### src/rtl/matrix_transpose_seq.sv
// matrix_transpose_seq
//
// Control sequencer for the serial-load butterfly/transpose datapath. It walks one
// NUM_MG x NUM_MG block through three phases: load the butterfly input buffer
// element by element, fire the butterfly and wait for the transpose core, then drain
// the result onto a valid/ready stream. No data passes through this block. It only
// produces buffer selects, handshakes and the latched mode bit.
//
// Ports:
//   clk, rst              clock; asynchronous active-low reset
//   start, cfg_ctrl       begin a block (sampled in IDLE only); mode bit latched at start
//   ctrl                  latched mode bit to the transpose core
//   s_valid, s_ready      upstream element handshake while loading
//   in_sel_i, in_sel_j    butterfly input index (flat = i + j*NUM_MG), i fastest
//   bf_in_val             one-cycle butterfly in_val pulse
//   core_out_val          transpose core result ready
//   out_sel_i, out_sel_j  output row/column select, column fastest
//   m_valid, m_ready      downstream element handshake while draining
//   busy                  state is not IDLE
//   done                  one-cycle pulse after the last element is accepted
//   err_timeout           sticky timeout flag, cleared by the next accepted start

module matrix_transpose_seq #(
    parameter  int unsigned NUM_MG   = 16,
    parameter  int unsigned WAIT_MAX = 1024,
    localparam int unsigned IDXW     = $clog2(NUM_MG)
) (
    input  logic            clk,
    input  logic            rst,
    input  logic            start,
    input  logic            cfg_ctrl,
    output logic            ctrl,
    input  logic            s_valid,
    output logic            s_ready,
    output logic [IDXW-1:0] in_sel_i,
    output logic [IDXW-1:0] in_sel_j,
    output logic            bf_in_val,
    input  logic            core_out_val,
    output logic [IDXW-1:0] out_sel_i,
    output logic [IDXW-1:0] out_sel_j,
    output logic            m_valid,
    input  logic            m_ready,
    output logic            busy,
    output logic            done,
    output logic            err_timeout
);

    localparam int unsigned     WCW       = (WAIT_MAX > 1) ? $clog2(WAIT_MAX) : 1;
    localparam logic [IDXW-1:0] IDX_LAST  = IDXW'(NUM_MG - 1);
    localparam logic [WCW-1:0]  WAIT_LAST = WCW'(WAIT_MAX - 1);

    typedef enum logic [2:0] {
        StIdle,
        StLoad,
        StFire,
        StWait,
        StDrain
    } state_e;

    state_e          state;
    logic [IDXW-1:0] ld_i;
    logic [IDXW-1:0] ld_j;
    logic [IDXW-1:0] rd_i;
    logic [IDXW-1:0] rd_j;
    logic [IDXW-1:0] rd_nxt_i;
    logic [IDXW-1:0] rd_nxt_j;
    logic [WCW-1:0]  wait_cnt;
    logic            ld_last;
    logic            rd_last;

    assign ld_last = (ld_i == IDX_LAST) && (ld_j == IDX_LAST);
    assign rd_last = (rd_i == IDX_LAST) && (rd_j == IDX_LAST);

    // Row-major successor of the element on output_e; wraps to (0,0) after the last one,
    // which is also what out_sel shows once the block has drained.
    always_comb begin
        rd_nxt_i = rd_i;
        rd_nxt_j = rd_j + 1'b1;
        if (rd_j == IDX_LAST) begin
            rd_nxt_j = '0;
            rd_nxt_i = (rd_i == IDX_LAST) ? '0 : rd_i + 1'b1;
        end
    end

    // output_e is registered from out_sel, so out_sel names what output_e must hold
    // next cycle: the same element while stalled, the next one once accepted.
    always_comb begin
        out_sel_i = '0;
        out_sel_j = '0;
        if ((state == StDrain) && m_valid) begin
            if (m_ready) begin
                out_sel_i = rd_nxt_i;
                out_sel_j = rd_nxt_j;
            end else begin
                out_sel_i = rd_i;
                out_sel_j = rd_j;
            end
        end
    end

    assign s_ready   = (state == StLoad);
    assign bf_in_val = (state == StFire);
    assign busy      = (state != StIdle);
    assign in_sel_i  = ld_i;
    assign in_sel_j  = ld_j;

    always_ff @(posedge clk or negedge rst) begin
        if (!rst) begin
            state       <= StIdle;
            ctrl        <= 1'b0;
            err_timeout <= 1'b0;
            done        <= 1'b0;
            m_valid     <= 1'b0;
            ld_i        <= '0;
            ld_j        <= '0;
            rd_i        <= '0;
            rd_j        <= '0;
            wait_cnt    <= '0;
        end else begin
            done <= 1'b0;
            unique case (state)
                StIdle: begin
                    if (start) begin
                        ctrl        <= cfg_ctrl;
                        err_timeout <= 1'b0;
                        ld_i        <= '0;
                        ld_j        <= '0;
                        state       <= StLoad;
                    end
                end
                StLoad: begin
                    // s_ready is high throughout LOAD, so s_valid alone is the handshake.
                    if (s_valid) begin
                        if (ld_last) begin
                            ld_i  <= '0;
                            ld_j  <= '0;
                            state <= StFire;
                        end else if (ld_i == IDX_LAST) begin
                            ld_i <= '0;
                            ld_j <= ld_j + 1'b1;
                        end else begin
                            ld_i <= ld_i + 1'b1;
                        end
                    end
                end
                StFire: begin
                    wait_cnt <= '0;
                    state    <= StWait;
                end
                StWait: begin
                    // core_out_val takes priority over a timeout on the same cycle.
                    if (core_out_val) begin
                        rd_i    <= '0;
                        rd_j    <= '0;
                        m_valid <= 1'b0;
                        state   <= StDrain;
                    end else if (wait_cnt == WAIT_LAST) begin
                        err_timeout <= 1'b1;
                        state       <= StIdle;
                    end else begin
                        wait_cnt <= wait_cnt + 1'b1;
                    end
                end
                StDrain: begin
                    if (!m_valid) begin
                        // Entry cycle: element 0 is being fetched into output_e.
                        m_valid <= 1'b1;
                    end else if (m_ready) begin
                        if (rd_last) begin
                            m_valid <= 1'b0;
                            done    <= 1'b1;
                            rd_i    <= '0;
                            rd_j    <= '0;
                            state   <= StIdle;
                        end else begin
                            rd_i <= rd_nxt_i;
                            rd_j <= rd_nxt_j;
                        end
                    end
                end
                default: state <= StIdle;
            endcase
        end
    end

endmodule

### config.mk
export PLATFORM = sky130hd
export DESIGN_NAME = matrix_transpose_seq
export DESIGN_NICKNAME = d
export VERILOG_FILES = /design/src/rtl/matrix_transpose_seq.sv
export SDC_FILE = /design/constraint.sdc
export NUM_CORES = 1
export LEC_CHECK = 0
export CAP_MARGIN = 20
export CORE_MARGIN = 2
export CORE_UTILIZATION = 45
export DETAILED_ROUTE_END_ITERATION = 16
export GPL_TIMING_DRIVEN = 1
export PLACE_DENSITY = 0.68
export SLEW_MARGIN = 15
export SYNTH_ARGS = -nofsm -noshare
export SYNTH_HDL_FRONTEND = slang
export SYNTH_SLANG_ARGS = --single-unit
### constraint.sdc
create_clock -name clk -period 2.45 [get_ports clk]
set_input_delay 0.245 -clock clk [delete_from_list [all_inputs] [get_ports clk]]
set_output_delay 0.245 -clock clk [all_outputs]
set_load 0.03 [all_outputs]
# After elaboration in Yosys (flattened, before gate mapping)
# Cells that the tools add are included.
dict set report classes {
  shift 0
  reduce_logical 17
  mux 50
  multipliers 0
  div_mod_pow 0
  n_lt_le_gt_ge 0
  bitwise_logic 0
  add_sub_neg 5
  n_eq_ne 21
}
# cell count
set ops {}
lappend ops {{$mux 4} 21}
lappend ops {{$pmux 4 s2} 4}
lappend ops {{$mux 3} 8}
lappend ops {{$mux 10} 2}
lappend ops {{$pmux 10 s2} 1}
lappend ops {{$ne 2x2->1 const B} 9}
lappend ops {{$add 4x1->4 const B} 4}
lappend ops {{$eq 4x4->1 const B} 4}
lappend ops {{$pmux 3 s5} 1}
lappend ops {{$reduce_and 4->1} 3}
lappend ops {{$mux 1} 11}
lappend ops {{$add 10x1->10 const B} 1}
lappend ops {{$eq 10x10->1 const B} 1}
lappend ops {{$reduce_bool 2->1} 4}
lappend ops {{$reduce_and 7->1} 1}
lappend ops {{$eq 3x2->1 const B} 2}
lappend ops {{$reduce_and 3->1} 2}
lappend ops {{$pmux 1 s2} 2}
lappend ops {{$reduce_and 2->1} 2}
lappend ops {{$eq 3x1->1 const B} 1}
lappend ops {{$eq 3x3->1 const B} 1}
lappend ops {{$logic_and 1x1->1} 3}
lappend ops {{$logic_not 3->1} 1}
lappend ops {{$ne 3x1->1 const B} 1}
lappend ops {{other kinds (3)} 3}
dict set report word_totals {
  mem_count 0
  mem_bits_rw 0
  reg_bits 33
  latchBits 0
  out_inout_bits 23
  inputBits 7
  romBits 0
  wordCells 103
}

# Depth between registers and ports, before layout
# Gate-level depths: netlist (run 1).
dict set report logic_depth {
  ltp_word 7
  ltp_mapped 6
  mapped_depth_nobuf 6
}

# Worst setup path after synthesis (run 1)
# Ideal clock, no wire load.
dict set report synth_path {
  kind {flip-flop to output port}
  start {register rd_j[0]}
  end {output port out_sel_i[0]}
  setup_slack_ns 0.435
  n_path_buf 1
  arrival_ns 1.770
  stages_incl_launch_ff 7
  t_required_ns 2.205
  cell_sequence {dfrtp_1 -> ha_1 -> clkbuf_1 -> nand4_1 -> nor3b_1 -> a21oi_1 -> nor2_1}
}
dict set report synth_via {
  elab_chain_len 4
}
# element line
set synth_lines {}
lappend synth_lines {{from (decl)} 64} ;# logic [IDXW-1:0] rd_j;
lappend synth_lines {{from (signal assigned)} 177} ;# rd_j <= rd_nxt_j;
lappend synth_lines {{$eq 4x4->1} 79} ;# if (rd_j == IDX_LAST) begin
lappend synth_lines {{$mux 4} 79}
lappend synth_lines {{$mux 4} 91} ;# if (m_ready) begin
lappend synth_lines {{$mux 4} 90} ;# if ((state == StDrain) && m_valid) begin
lappend synth_lines {{to (decl)} 39} ;# output logic [IDXW-1:0] out_sel_i,
# No other way between the ends.

# Worst setup path after layout (run 1)
dict set report layout_path {
  start {register rd_j[1]}
  end {output port out_sel_j[0]}
}
dict set report layout_via {
  elab_chain_len 4
}
# element line
set layout_lines {}
lappend layout_lines {{$eq 4x4->1} 79}
lappend layout_lines {{$mux 4} 79}
lappend layout_lines {{$mux 4} 91}
lappend layout_lines {{$mux 4} 90}
lappend layout_lines {{to (decl)} 40} ;# output logic [IDXW-1:0] out_sel_j,
# No other way between the ends.

==> flow_metrics.env, run 1 <==
export IMPL_wirelength_um=4600
export IMPL_cp_end_kind="primary output"
export IMPL_diodes=0
export IMPL_grt_max_degree=34
export IMPL_dieArea_um2=5190
export IMPL_cts_max_level=2
export IMPL_worst_pin_slew_ns=0.650
export IMPL_synth_edf_count=0
export IMPL_worst_setup_path_start_kind="register"
export IMPL_syn_to_final_growth_pct=23.5
export IMPL_crit_arrival_ns=2.09
export IMPL_yosys_area_top_type_share=0.397
export IMPL_start_util=0.472
export IMPL_critPathKind="reg -> out"
export IMPL_clock_path_buffers=2
export IMPL_gp_congestion=0.880
export IMPL_p_comb_frac=0.299
export IMPL_io_pins=30
export IMPL_tritoncts="built"
export IMPL_hold_violations=0
export IMPL_portBuffers=29
export IMPL_grt_pass1_vias=1790
export IMPL_via_count=1868
export IMPL_synthTopCellsByArea="dfrtp_1, o21ai_0, nand2_1"
export IMPL_drcViolationCount=0
export IMPL_overflow=0
export IMPL_reg2reg_from="state[0]"
export IMPL_final_core_util=0.582
export IMPL_reg2reg_slack_ns=0.57
export IMPL_yosysUniqueCellTypes=58
export IMPL_critPathMaxFanout=6
export IMPL_drive_above_1_share=0.158
export IMPL_final_common_cell="dfrtp_1"
export IMPL_fill_cells=390
export IMPL_fmax_mhz=428
export IMPL_root_buffer="clkbuf_8"
export IMPL_post_route_period_util=0.954
export IMPL_clkPwrFrac=0.298
export IMPL_required_ns=2.20
export IMPL_clk_latency_ns=0.28
export IMPL_switching_power_uw=558
export IMPL_regToRegEndpoint="rd_i[0]"
export IMPL_internal_power_uw=1190
export IMPL_track_usage=0.195
export IMPL_synth_top_cell_by_area="dfrtp_1"
export IMPL_cts_hold_fix_buffers=0
export IMPL_clock_sinks=33
export IMPL_cts_made_buffers=5
export IMPL_final_antenna_net_count=0
export IMPL_p_leak_uw=0.00110
export IMPL_r2r_cells=5
export IMPL_relSlewSlack=0.564
export IMPL_fin_setup_tns_ns=0
export IMPL_ys_seq_elements=33
export IMPL_setup_violations=0
export IMPL_drv_slew=0
export IMPL_drtIter0Drc=100
export IMPL_cap_violations=0
export IMPL_die_w_um=72.0
export IMPL_nNetsFinal=277
export IMPL_rows=24
export IMPL_finClkSkew_ns=0.00843
export IMPL_synth_flop_cell="dfrtp_1"
export IMPL_powerDensity_nw_per_um2=680
export IMPL_hpwl_um=3240
export IMPL_grt_antenna_before_repair=0
export IMPL_die_h_um=72.0
export IMPL_final_cell_mix="dfrtp_1, clkdlybuf4s50_1, nand2_1"
export IMPL_yosysSeqAreaShare=0.397
export IMPL_min_period_ns=2.34
export IMPL_vdd_drop_max_mv=0.491
export IMPL_switching_share=0.319
export IMPL_netlist_area_um2=2080
export IMPL_worst_hold_path_type="in -> async"
export IMPL_post_drt_wl_per_cell_um=14.5
export IMPL_synthCells=227
export IMPL_post_drt_via_cell_ratio=5.87
export IMPL_status="completed"
export IMPL_grt_first_pass_wirelength_um=8160
export IMPL_design_core_area_um2=4410
export IMPL_power_frac_seq=0.403
export IMPL_synth_nets=239
export IMPL_synth_warnings=0
export IMPL_rsz0062_at_grt="no"
export IMPL_avgSynthCellArea_um2=9.17
export IMPL_path_clk_slew_ns=0.07
export IMPL_synth_async_reset_ratio=1.00
export IMPL_first_pass_iters=4
[sequential cells by signal, summed over array words and instances, names as in the netlist]
| register | cells |
|---|---|
| wait_cnt | 10 |
| in_sel_j | 4 |
| in_sel_i | 4 |
| err_timeout | 1 |
| rd_j | 4 |
| done | 1 |
| rd_i | 4 |
| state | 3 |
| ctrl | 1 |
| m_valid | 1 |
[through the flow]
stage	hold slack, ns	worst slack [ns]	area [um2]	total power, uW	std cells
detailed placement	0.498	0.136	2440	1240	308
CTS	0.389	0.0986	2560	1770	316
global placement	0.498	0.152	2440	1230	308
finish	0.369	0.112	2570	1750	318
global route	0.428	0.0162	2570	1850	318
floorplan	-0.0506	0.435	2080	1030	227
[cells by family after synthesis]
group | Yosys count | synth area share
AOI/OAI and AO/OA | 61 | 0.200
xor gates and xnor gates | 2 | 0.00841
adders and majority gates | 5 | 0.0300
buffers and inverters | 19 | 0.0439
DFF | 33 | 0.397
muxes | 10 | 0.0517
and+or+nand+nor | 97 | 0.269
[worst max-delay path by stage]
| stage | start | to | slack, ns |
|---|---|---|---|
| floorplan | rd_j[0] | out_sel_i[0] | 0.44 |
| global placement | rd_j[1] | out_sel_i[3] | 0.15 |
| detailed placement | rd_j[1] | out_sel_i[3] | 0.14 |
| CTS | rd_j[1] | out_sel_j[0] | 0.1 |
| global route | rd_j[1] | out_sel_j[0] | 0.02 |
| finish | rd_j[1] | out_sel_j[0] | 0.11 |
[synth_stat cells (4+ instances only)]
| cell type | count |
|---|---|
| nand2_1 | 21 |
| a21oi_1 | 13 |
| nor2_1 | 16 |
| nor3_1 | 11 |
| mux2i_1 | 6 |
| or3_1 | 4 |
| or4_1 | 4 |
| nand3_1 | 13 |
| dfrtp_1 | 33 |
| clkbuf_1 | 5 |
| inv_1 | 7 |
| nand4_1 | 6 |
| ha_1 | 5 |
| o31ai_1 | 5 |
| o21ai_0 | 17 |
[power by group through the flow]
| stage | clock (uW) | combinational (uW) | sequential [uW] |
|---|---|---|---|
| 4_1_cts | 539 | 528 | 705 |
| 3_5_place_dp | 0 | 525 | 714 |
| 2_1_floorplan | 0 | 207 | 821 |
| 3_3_place_gp | 0 | 522 | 713 |
| 6_report | 521 | 523 | 706 |
| 5_1_grt | 556 | 567 | 721 |
[critical path, stage by stage, from the launching register on]
cell and delay [ns]:
dfrtp_1 0.43, ha_1 0.24, buf_4 0.17, nand3_1 0.16
nand2_1 0.09, mux2_2 0.27, nor2_1 0.07, dlygate4sd2_1 0.40
[per-layer routing]
layer | routed length [um] | vias up | GRT usage
li1 | - | 931 | -
met1 | 2190 | 880 | 0.269
met2 | 2120 | 53 | 0.322
met3 | 261 | 4 | 0.0375
met4 | 31 | 0 | 0.0398
met5 | 0 | - | 0
[what timing repair did]
item | 4_1_cts | 5_1_grt
setup buffers | 0 | 2
endpoints found under the hold margin | 0 | 0
pin swaps | 0 | 1
endpoints found under the setup margin | 3 | 4
gates resized for setup | 3 | 4
[layout make-up]
cell class	instances	area [um2]	share of cell area
clock buffers	7	86.3	0.0336
clock inverters	1	30.0	0.0117
inverters	10	37.5	0.0146
multi-input cells	175	1160	0.453
flip-flops and latches	33	827	0.322
well taps	52	65.1	0.0253
repair buffers	40	360	0.140
No activity file was read; power rests on OpenSTA's default activity.
==> run 2, diff against run 1 <==
--- a/config.mk
+++ b/config.mk
@@ -5,12 +5,11 @@
 export SDC_FILE = /design/constraint.sdc
 export NUM_CORES = 1
 export LEC_CHECK = 0
-export CAP_MARGIN = 20
 export CORE_MARGIN = 2
 export CORE_UTILIZATION = 45
 export DETAILED_ROUTE_END_ITERATION = 16
+export DONT_BUFFER_PORTS = 1
 export GPL_TIMING_DRIVEN = 1
-export PLACE_DENSITY = 0.68
 export SLEW_MARGIN = 15
 export SYNTH_ARGS = -nofsm -noshare
 export SYNTH_HDL_FRONTEND = slang
==> flow_metrics.env, run 2 (same netlist as run 1, synthesis figures left out) <==
export IMPL_root_buffer="clkbuf_8"
export IMPL_required_ns=2.20
export IMPL_cap_violations=0
export IMPL_min_period_ns=2.27
export IMPL_largest_reg_flops=10
export IMPL_hpwl_um=3360
export IMPL_cp_slowest_stage_delay_ns=0.45
export IMPL_design_core_area_um2=4410
export IMPL_powerDensity_nw_per_um2=651
export IMPL_cp_num_buf_inv=0
export IMPL_worst_pin_slew_ns=0.645
export IMPL_vdd_drop_max_mv=0.455
export IMPL_path_cells="ha_1, nand4_1, or3_1, a21oi_1, a31o_2"
export IMPL_die_w_um=72.0
export IMPL_grt_first_pass_wirelength_um=8170
export IMPL_tritoncts="built"
export IMPL_worst_setup_path_start_kind="register"
export IMPL_setup_violations=0
export IMPL_overflow=0
export IMPL_cp_top_family="simple AND/OR/NAND/NOR gates"
export IMPL_cp_end_kind="primary output"
export IMPL_post_drt_wl_per_cell_um=16.5
export IMPL_grt_pass1_vias=1756
export IMPL_clk_latency_ns=0.28
export IMPL_nNetsFinal=250
export IMPL_drv_slew=0
export IMPL_track_usage=0.196
export IMPL_fin_setup_tns_ns=0
export IMPL_io_pins=30
export IMPL_diodes=0
export IMPL_setup_ws_ns=0.185
export IMPL_via_count=1827
export IMPL_cts_max_level=2
export IMPL_drtIter0Drc=116
export IMPL_clock_sinks=33
export IMPL_final_antenna_net_count=0
export IMPL_hold_violations=0
export IMPL_first_pass_iters=4
export IMPL_power_total_uw=1490
export IMPL_rows=24
export IMPL_place_area_um2=2160
export IMPL_die_h_um=72.0
export IMPL_drcViolationCount=0
export IMPL_start_util=0.472
export IMPL_critPathMaxFanout=8
export IMPL_regMostFlops="wait_cnt"
export IMPL_cts_made_buffers=5
export IMPL_drive_above_1_share=0.151
export IMPL_wirelength_um=4790
export IMPL_p_leak_uw=0.000955
export IMPL_post_route_period_util=0.925
export IMPL_final_cells=291
export IMPL_grt_max_degree=34
export IMPL_fmax_mhz=441
export IMPL_dieArea_um2=5190
export IMPL_worst_hold_path_type="in -> reg"
export IMPL_grt_antenna_before_repair=0
export IMPL_critPathKind="reg -> out"
export IMPL_portBuffers=0
export IMPL_rsz0062_at_grt="no"
export IMPL_finClkSkew_ns=0.00421
export IMPL_final_common_cell="dfrtp_1"
export IMPL_final_cell_mix="dfrtp_1, nand2_1, o21ai_0"
export IMPL_path_clk_slew_ns=0.06
export IMPL_dp_cells=279
export IMPL_syn_to_final_growth_pct=9.80
export IMPL_slowest_stage="dfrtp_1"
export IMPL_relSlewSlack=0.567
export IMPL_crit_arrival_ns=2.02
export IMPL_preCtsSetupSlack_ns=0.388
export IMPL_stdcell_area_um2=2290
export IMPL_post_drt_via_cell_ratio=6.28
export IMPL_cts_resized=0
export IMPL_clock_path_buffers=2
export IMPL_gp_congestion=0.881
export IMPL_status="completed"
[run 2: final cells by class]
type | count | area [um2]
clock buffers | 8 | 80.1
multi-input cells | 175 | 1160
fillers | 420 | 2130
well taps | 52 | 65.1
flip-flops and latches | 33 | 826
inverters | 10 | 37.5
repair buffers | 13 | 113
[run 2: repair_timing]
item / CTS / global route
buffers inserted: 0 / 2
hold buffers: 2 / 0
endpoints found under the setup margin: 0 / 1
endpoints found under the hold margin: 33 / 0
[run 2: power by group]
part	total [uW]	internal [uW]	switching [uW]
combinational	254	129	125
sequential	846	615	230
clock	388	202	187
[run 2: metal layers]
layer / share of wire / vias up / track usage
met5: 0 / - / 0
met4: 0.0083 / 0 / 0.0671
met3: 0.050 / 4 / 0.0514
met2: 0.49 / 50 / 0.311
met1: 0.45 / 892 / 0.261
li1: - / 881 / -
[run 2: path summary, 6_finish.rpt]
check,startpoint,end,slack (ns),cells after the start
worst max-delay path,rd_j[0],out_sel_i[3],0.18,5
worst min-delay path,start,err_timeout,0.05,1
worst max register to register,in_sel_i[1],in_sel_j[3],0.38,5
worst min register to register,wait_cnt[1],wait_cnt[1],0.54,2
max in group asynchronous,rst,rd_j[0],1.83,2
min in group asynchronous,rst,rd_i[3],0.43,2
[run 2: stage by stage]
| stage | hold slack [ns] | util |
|---|---|---|
| 3_5_place_dp | -0.0493 | 0.490 |
| 5_1_grt | 0.0562 | 0.518 |
| 6_report | 0.0471 | 0.518 |
| 3_3_place_gp | -0.0495 | 0.490 |
| 4_1_cts | 0.0423 | 0.514 |
| 2_1_floorplan | -0.0506 | - |
==> run 3, diff against run 2 <==
--- a/config.mk
+++ b/config.mk
@@ -6,10 +6,11 @@
 export NUM_CORES = 1
 export LEC_CHECK = 0
 export CORE_MARGIN = 2
-export CORE_UTILIZATION = 45
+export CORE_UTILIZATION = 63
 export DETAILED_ROUTE_END_ITERATION = 16
 export DONT_BUFFER_PORTS = 1
 export GPL_TIMING_DRIVEN = 1
+export PLACE_DENSITY = 0.87
 export SLEW_MARGIN = 15
 export SYNTH_ARGS = -nofsm -noshare
 export SYNTH_HDL_FRONTEND = slang
==> flow_metrics.env, run 3 (same netlist as run 1, synthesis figures left out) <==
export IMPL_track_usage=0.279
export IMPL_final_common_cell="dfrtp_1"
export IMPL_use_met2=0.454
export IMPL_post_drt_wl_per_cell_um=16.3
export IMPL_cp_top_family="simple AND/OR/NAND/NOR gates"
export IMPL_rows=20
export IMPL_cp_slowest_stage_delay_ns=0.48
export IMPL_path_clk_slew_ns=0.10
export IMPL_final_cell_mix="dfrtp_1, nand2_1, o21ai_0"
export IMPL_vdd_drop_max_mv=0.584
export IMPL_drv_slew=0
export IMPL_cap_violations=0
export IMPL_overflow=0
export IMPL_crit_arrival_ns=2.07
export IMPL_worst_hold_path_type="in -> reg"
export IMPL_worst_setup_path_start_kind="register"
export IMPL_tritoncts="built"
export IMPL_drcViolationCount=0
export IMPL_drive_above_1_share=0.159
export IMPL_hold_end="ctrl"
export IMPL_regMostFlops="wait_cnt"
export IMPL_use_met1=0.368
export IMPL_syn_to_final_growth_pct=9.80
export IMPL_hold_path_depth=1
export IMPL_post_drt_via_cell_ratio=6.47
export IMPL_reg2reg_slack_ns=0.32
export IMPL_portBuffers=0
export IMPL_first_pass_iters=5
export IMPL_critPathKind="reg -> out"
export IMPL_root_buffer="clkbuf_4"
export IMPL_post_route_period_util=0.945
export IMPL_design_core_area_um2=3100
export IMPL_hpwl_um=3190
export IMPL_min_period_ns=2.31
export IMPL_die_h_um=61.5
export IMPL_largest_reg_flops=10
export IMPL_diodes=0
export IMPL_grt_max_degree=34
export IMPL_drtIter0Drc=133
export IMPL_powerDensity_nw_per_um2=675
export IMPL_reg2reg_from="in_sel_i[0]"
export IMPL_timing_hold_ws_ns=0.0389
export IMPL_final_core_util=0.737
export IMPL_use_met3=0.0651
export IMPL_fmax_mhz=432
export IMPL_path_cells="ha_2, nand4_1, or3_1, a21oi_1, a31o_2"
export IMPL_slowest_stage="dfrtp_1"
export IMPL_status="completed"
export IMPL_via_count=1831
export IMPL_die_w_um=61.5
export IMPL_grt_antenna_before_repair=0
export IMPL_finClkSkew_ns=0.00913
export IMPL_grt_pass1_vias=1678
export IMPL_cp_num_buf_inv=0
export IMPL_grt_busiest_layer="met2"
export IMPL_clock_sinks=33
export IMPL_nNetsFinal=250
export IMPL_dieArea_um2=3780
export IMPL_gp_congestion=0.887
export IMPL_hold_violations=0
export IMPL_cp_end_kind="primary output"
export IMPL_rsz0062_at_grt="no"
export IMPL_fin_setup_tns_ns=0
export IMPL_cts_max_level=2
export IMPL_io_pins=30
export IMPL_critPathMaxFanout=8
export IMPL_wirelength_um=4600
export IMPL_clock_path_buffers=2
export IMPL_regToRegEndpoint="in_sel_j[2]"
export IMPL_grt_first_pass_wirelength_um=7820
export IMPL_multiInputGateArea_um2=1170
export IMPL_final_antenna_net_count=0
export IMPL_fill_cells=264
export IMPL_clk_latency_ns=0.35
export IMPL_relSlewSlack=0.555
export IMPL_hp_start="cfg_ctrl"
export IMPL_r2r_cells=5
export IMPL_setup_violations=0
export IMPL_worst_pin_slew_ns=0.662
export IMPL_register_area_um2=826
export IMPL_p_leak_uw=0.000959
export IMPL_cts_made_buffers=5
export IMPL_required_ns=2.20
export IMPL_start_util=0.671
-- run 3: changes by cell type in the layout (fill, tap and decap cells not counted) --
cell           before  now
clkbuf_4            0    5
ha_1                5    4
clkbuf_1            3    1
bufinv_16           0    1
clkbuf_8            5    1
buf_4              11   10
dlygate4sd3_1       1    2
ha_2                0    1
-- run 3: worst reg2reg max path, stage by stage (launching register included) --
cell and delay (ns):
dfrtp_1 0.59, ha_1 0.27, nand3_1 0.26, a211oi_4 0.51
o21ai_1 0.15, a22o_1 0.26
-- run 3: metrics by stage --
| step | instance area (um2) | worst slack (ns) | cells | power [uW] |
|---|---|---|---|---|
| 2_1_floorplan | 2080 | 0.435 | 227 | 1030 |
| 5_1_grt | 2290 | 0.0100 | 283 | 1610 |
| 6_report | 2290 | 0.136 | 283 | 1540 |
| 3_5_place_dp | 2140 | 0.369 | 270 | 1090 |
| 3_3_place_gp | 2140 | 0.496 | 270 | 1070 |
| 4_1_cts | 2270 | 0.0395 | 281 | 1540 |
-- run 3: per-layer routing --
layer / wire, um / share of wire
met4: 60 / 0.013
met1: 1960 / 0.43
met5: 0 / 0
met3: 303 / 0.066
met2: 2280 / 0.50
-- run 3: worst max path at each step --
| stage | from | endpoint | slack, ns | cells past startpoint |
|---|---|---|---|---|
| after floorplan | rd_j[0] | out_sel_i[0] | 0.44 | 6 |
| after global placement | in_sel_i[1] | in_sel_j[3] | 0.50 | 5 |
| after detailed placement | in_sel_i[1] | in_sel_j[3] | 0.37 | 5 |
| after CTS | rd_j[0] | out_sel_i[0] | 0.04 | 6 |
| after global routing | rd_j[0] | out_sel_i[0] | 0.01 | 6 |
| final | rd_j[0] | out_sel_i[3] | 0.14 | 5 |
-- run 3: timing repair --
action,4_1_cts,5_1_grt
buffers inserted,0,2
endpoints found under the hold margin,34,0
endpoints found under the setup margin,0,3
hold buffers,3,0
gates resized for setup,0,1
-- run 3: final cells by class --
type / count / area share
Tap cell: 44 / 0.0241
Timing Repair Buffer: 13 / 0.0504
Clock inverter: 1 / 0.0131
Multi-Input combinational cell: 175 / 0.511
Inverter: 10 / 0.0164
Clock buffer: 7 / 0.0241
Sequential cell: 33 / 0.361
-- run 3: power by group --
group | internal, uW | leakage [uW] | switching (uW) | total [uW]
sequential | 615 | 0.000425 | 230 | 844
clock | 244 | 0.0000455 | 192 | 436
combinational | 132 | 0.000489 | 130 | 262
total | 990 | 0.000959 | 552 | 1540
==> RTL edit (settings of run 1) <==
`WAIT_MAX`: 1024 -> 512.
--- a/src/rtl/matrix_transpose_seq.sv
+++ b/src/rtl/matrix_transpose_seq.sv
@@ -24,3 +24,3 @@
     parameter  int unsigned NUM_MG   = 16,
-    parameter  int unsigned WAIT_MAX = 1024,
+    parameter  int unsigned WAIT_MAX = 512,
     localparam int unsigned IDXW     = $clog2(NUM_MG)
Function: same outputs for any inputs over 10 cycles, from zero or initial values and one cycle with rst low; that may be too few to reach the edited logic, so the function may still have changed.
==> RTL edit against run 1 <==
  * Cell area shrank 3.7%
  * Sequential cell count decreased by 1
  * Routed wire length shrank 3.1%
  * Global-route usage fell by 0.89 points
  * Area after synthesis shrank 3.3%
  * Setup slack improved by 0.011 ns
  * Utilization decreased by 1.0 points
Power is not compared: it rests on default switching activity, and its combinational part moved more than twofold at a synthesized area within 25%.
==> RTL edit: results (changes against run 1) <==
| Metric | Value |
|---|---|
| Status | `finished clean` |
| Vias in the first global route | `1611 (-10%)` |
| Reg clk slew, reported paths | `0.07 ns (about the same)` |
| Static leakage | `1.08 nW` |
| 1st-pass router iterations | `4 (unchanged)` |
| Critical Path Slowest Stage Cell | `clkdlybuf4s50_1` |
| CP peak stage delay | `0.67 ns (+0.24 ns)` |
| Maximum number of pins on one net before global-route repair | `33 (-2.9%)` |
| Reg2reg end | `wait_cnt[3]` |
| Max Root-Sink Buffers | `2 (unchanged)` |
| GRT Util Overall | `18.6% (-0.89 points)` |
| Layout cell share with drive strength beyond 1 | `13.3% (-2.5 points)` |
| Initial drt markers | `143 (+43%)` |
| Biggest register | `wait_cnt` |
| Via count | `1792 (-4.1%)` |
| Worst Reg-to-Reg Cells | `7 (+2)` |
| Async SR Flop Fraction | `100% (unchanged)` |
| Synth top cells by count | `dfrtp_1, nand2_1, nand3_1` |
| Hold WC Path Type | `in2async` |
| Max rail drop VDD | `0.524 mV` |
| Ys flop type | `dfrtp_1` |
| Area contributors post-synth | `dfrtp_1, mux2i_1, ha_1` |
| Flop2flop setup slack | `0.44 ns (-0.13 ns)` |
| FF-to-FF Start | `wait_cnt[1]` |
| Mapped Nets | `226 (-5.4%)` |
| Nets | `260 (-6.1%)` |
| # fillers | `400 (+2.6%)` |
| Max reg flops | `9 (-1)` |
| Clock Latency Late Sink | `0.29 ns` |
| Final HPWL DP | `3020 um (-6.8%)` |
| WL per Instance | `14.9 um (+2.8%)` |
| PortBufs | `29 (unchanged)` |
| Clock buffer count from CTS | `5 (unchanged)` |
| CP Max Fanout | `15 (+9)` |
| Slew headroom | `63.2% (+6.8 points)` |
| CTS H-tree depth | `2 (unchanged)` |
| Initial antenna violation count | `0 (unchanged)` |
| Global-route wire length before repair | `7530 um (-7.7%)` |
| Placer congestion estimate | `0.782 (-11%)` |
| Post-synthesis sequential area ratio | `39.8% (+0.11 points)` |
| Antenna Cells | `0 (unchanged)` |
| Final Skew | `0.0111 ns (+0.00263 ns)` |
| Cell variety after synth | `52 (-10%)` |
| Post-CTS setup buffers | `0 (unchanged)` |
## RTL edit: per-stage QoR
stage / power (mW) / hold slack, ns / cells / instance area (um^2) / setup slack, ns
3_3_place_gp: 1.92 / 0.492 / 292 / 2370 / 0.165
5_1_grt: 2.55 / 0.402 / 300 / 2470 / 0.0179
2_1_floorplan: 1.61 / -0.0506 / 213 / 2010 / 0.294
3_5_place_dp: 1.93 / 0.496 / 292 / 2370 / 0.156
6_report: 2.36 / 0.354 / 300 / 2470 / 0.124
4_1_cts: 2.38 / 0.376 / 300 / 2460 / 0.0323
## RTL edit: worst max-delay path by stage
stage                     slack (ns)  startpoint  cells past startpoint           end
after floorplan                 0.29     rd_j[0]                      4  out_sel_i[3]
after CTS                       0.03    state[2]                      3  out_sel_j[3]
after global placement          0.16     m_ready                      5  out_sel_i[1]
final                           0.12    state[2]                      3       s_ready
after detailed placement        0.16     m_ready                      5  out_sel_i[1]
after global routing            0.02    state[2]                      3  out_sel_j[1]
## RTL edit: cells by family (layout without fill, tap and decap cells)
group / after synthesis / count (layout) / share of synthesized area (%)
AND/OR/NAND/NOR: 91 / 91 / 27.5
XOR/XNOR: 1 / 1 / 0.435
buffers and inverters: 21 / 56 / 4.85
adder cells (fa/ha/maj): 6 / 6 / 3.73
AO/OA/AOI/OAI: 51 / 51 / 18.1
multiplexers: 11 / 11 / 5.66
flip-flops: 32 / 32 / 39.8
## RTL edit: worst max-delay path, delay by kind of cell (launching register included)
family                 cells  cell delay (ns)
buffers and inverters      2             0.77
flip-flops                 1             0.54
AND/OR/NAND/NOR            1             0.48
## RTL edit: area by class of cell
| type | count | area share, % |
|---|---|---|
| Sequential cell | 32 | 32.4 |
| Timing Repair Buffer | 37 | 14.3 |
| Clock buffer | 6 | 3.34 |
| Tap cell | 52 | 2.63 |
| Clock inverter | 2 | 0.404 |
| Inverter | 11 | 1.87 |
| Multi-Input combinational cell | 160 | 45.1 |
## RTL edit: timing repair
action                                  CTS  global route
resized for setup                         0             5
endpoints found under the setup margin    0             5
hold endpoints to repair                  0             0
## RTL edit: metal layers
layer  global-route usage, %  up-vias  share of wire [%]
li1                        -      882                  -
met1                    27.9      879                 52
met2                    25.3       28                 43
met3                    6.27        3                4.3
met4                    5.45        0               0.65
met5                       0        -                  0
## RTL edit: power by group
| group | internal, mW | total, mW | switching, mW |
|---|---|---|---|
| sequential | 0.665 | 0.838 | 0.173 |
| combinational | 0.511 | 1.09 | 0.584 |
| clock | 0.224 | 0.432 | 0.208 |
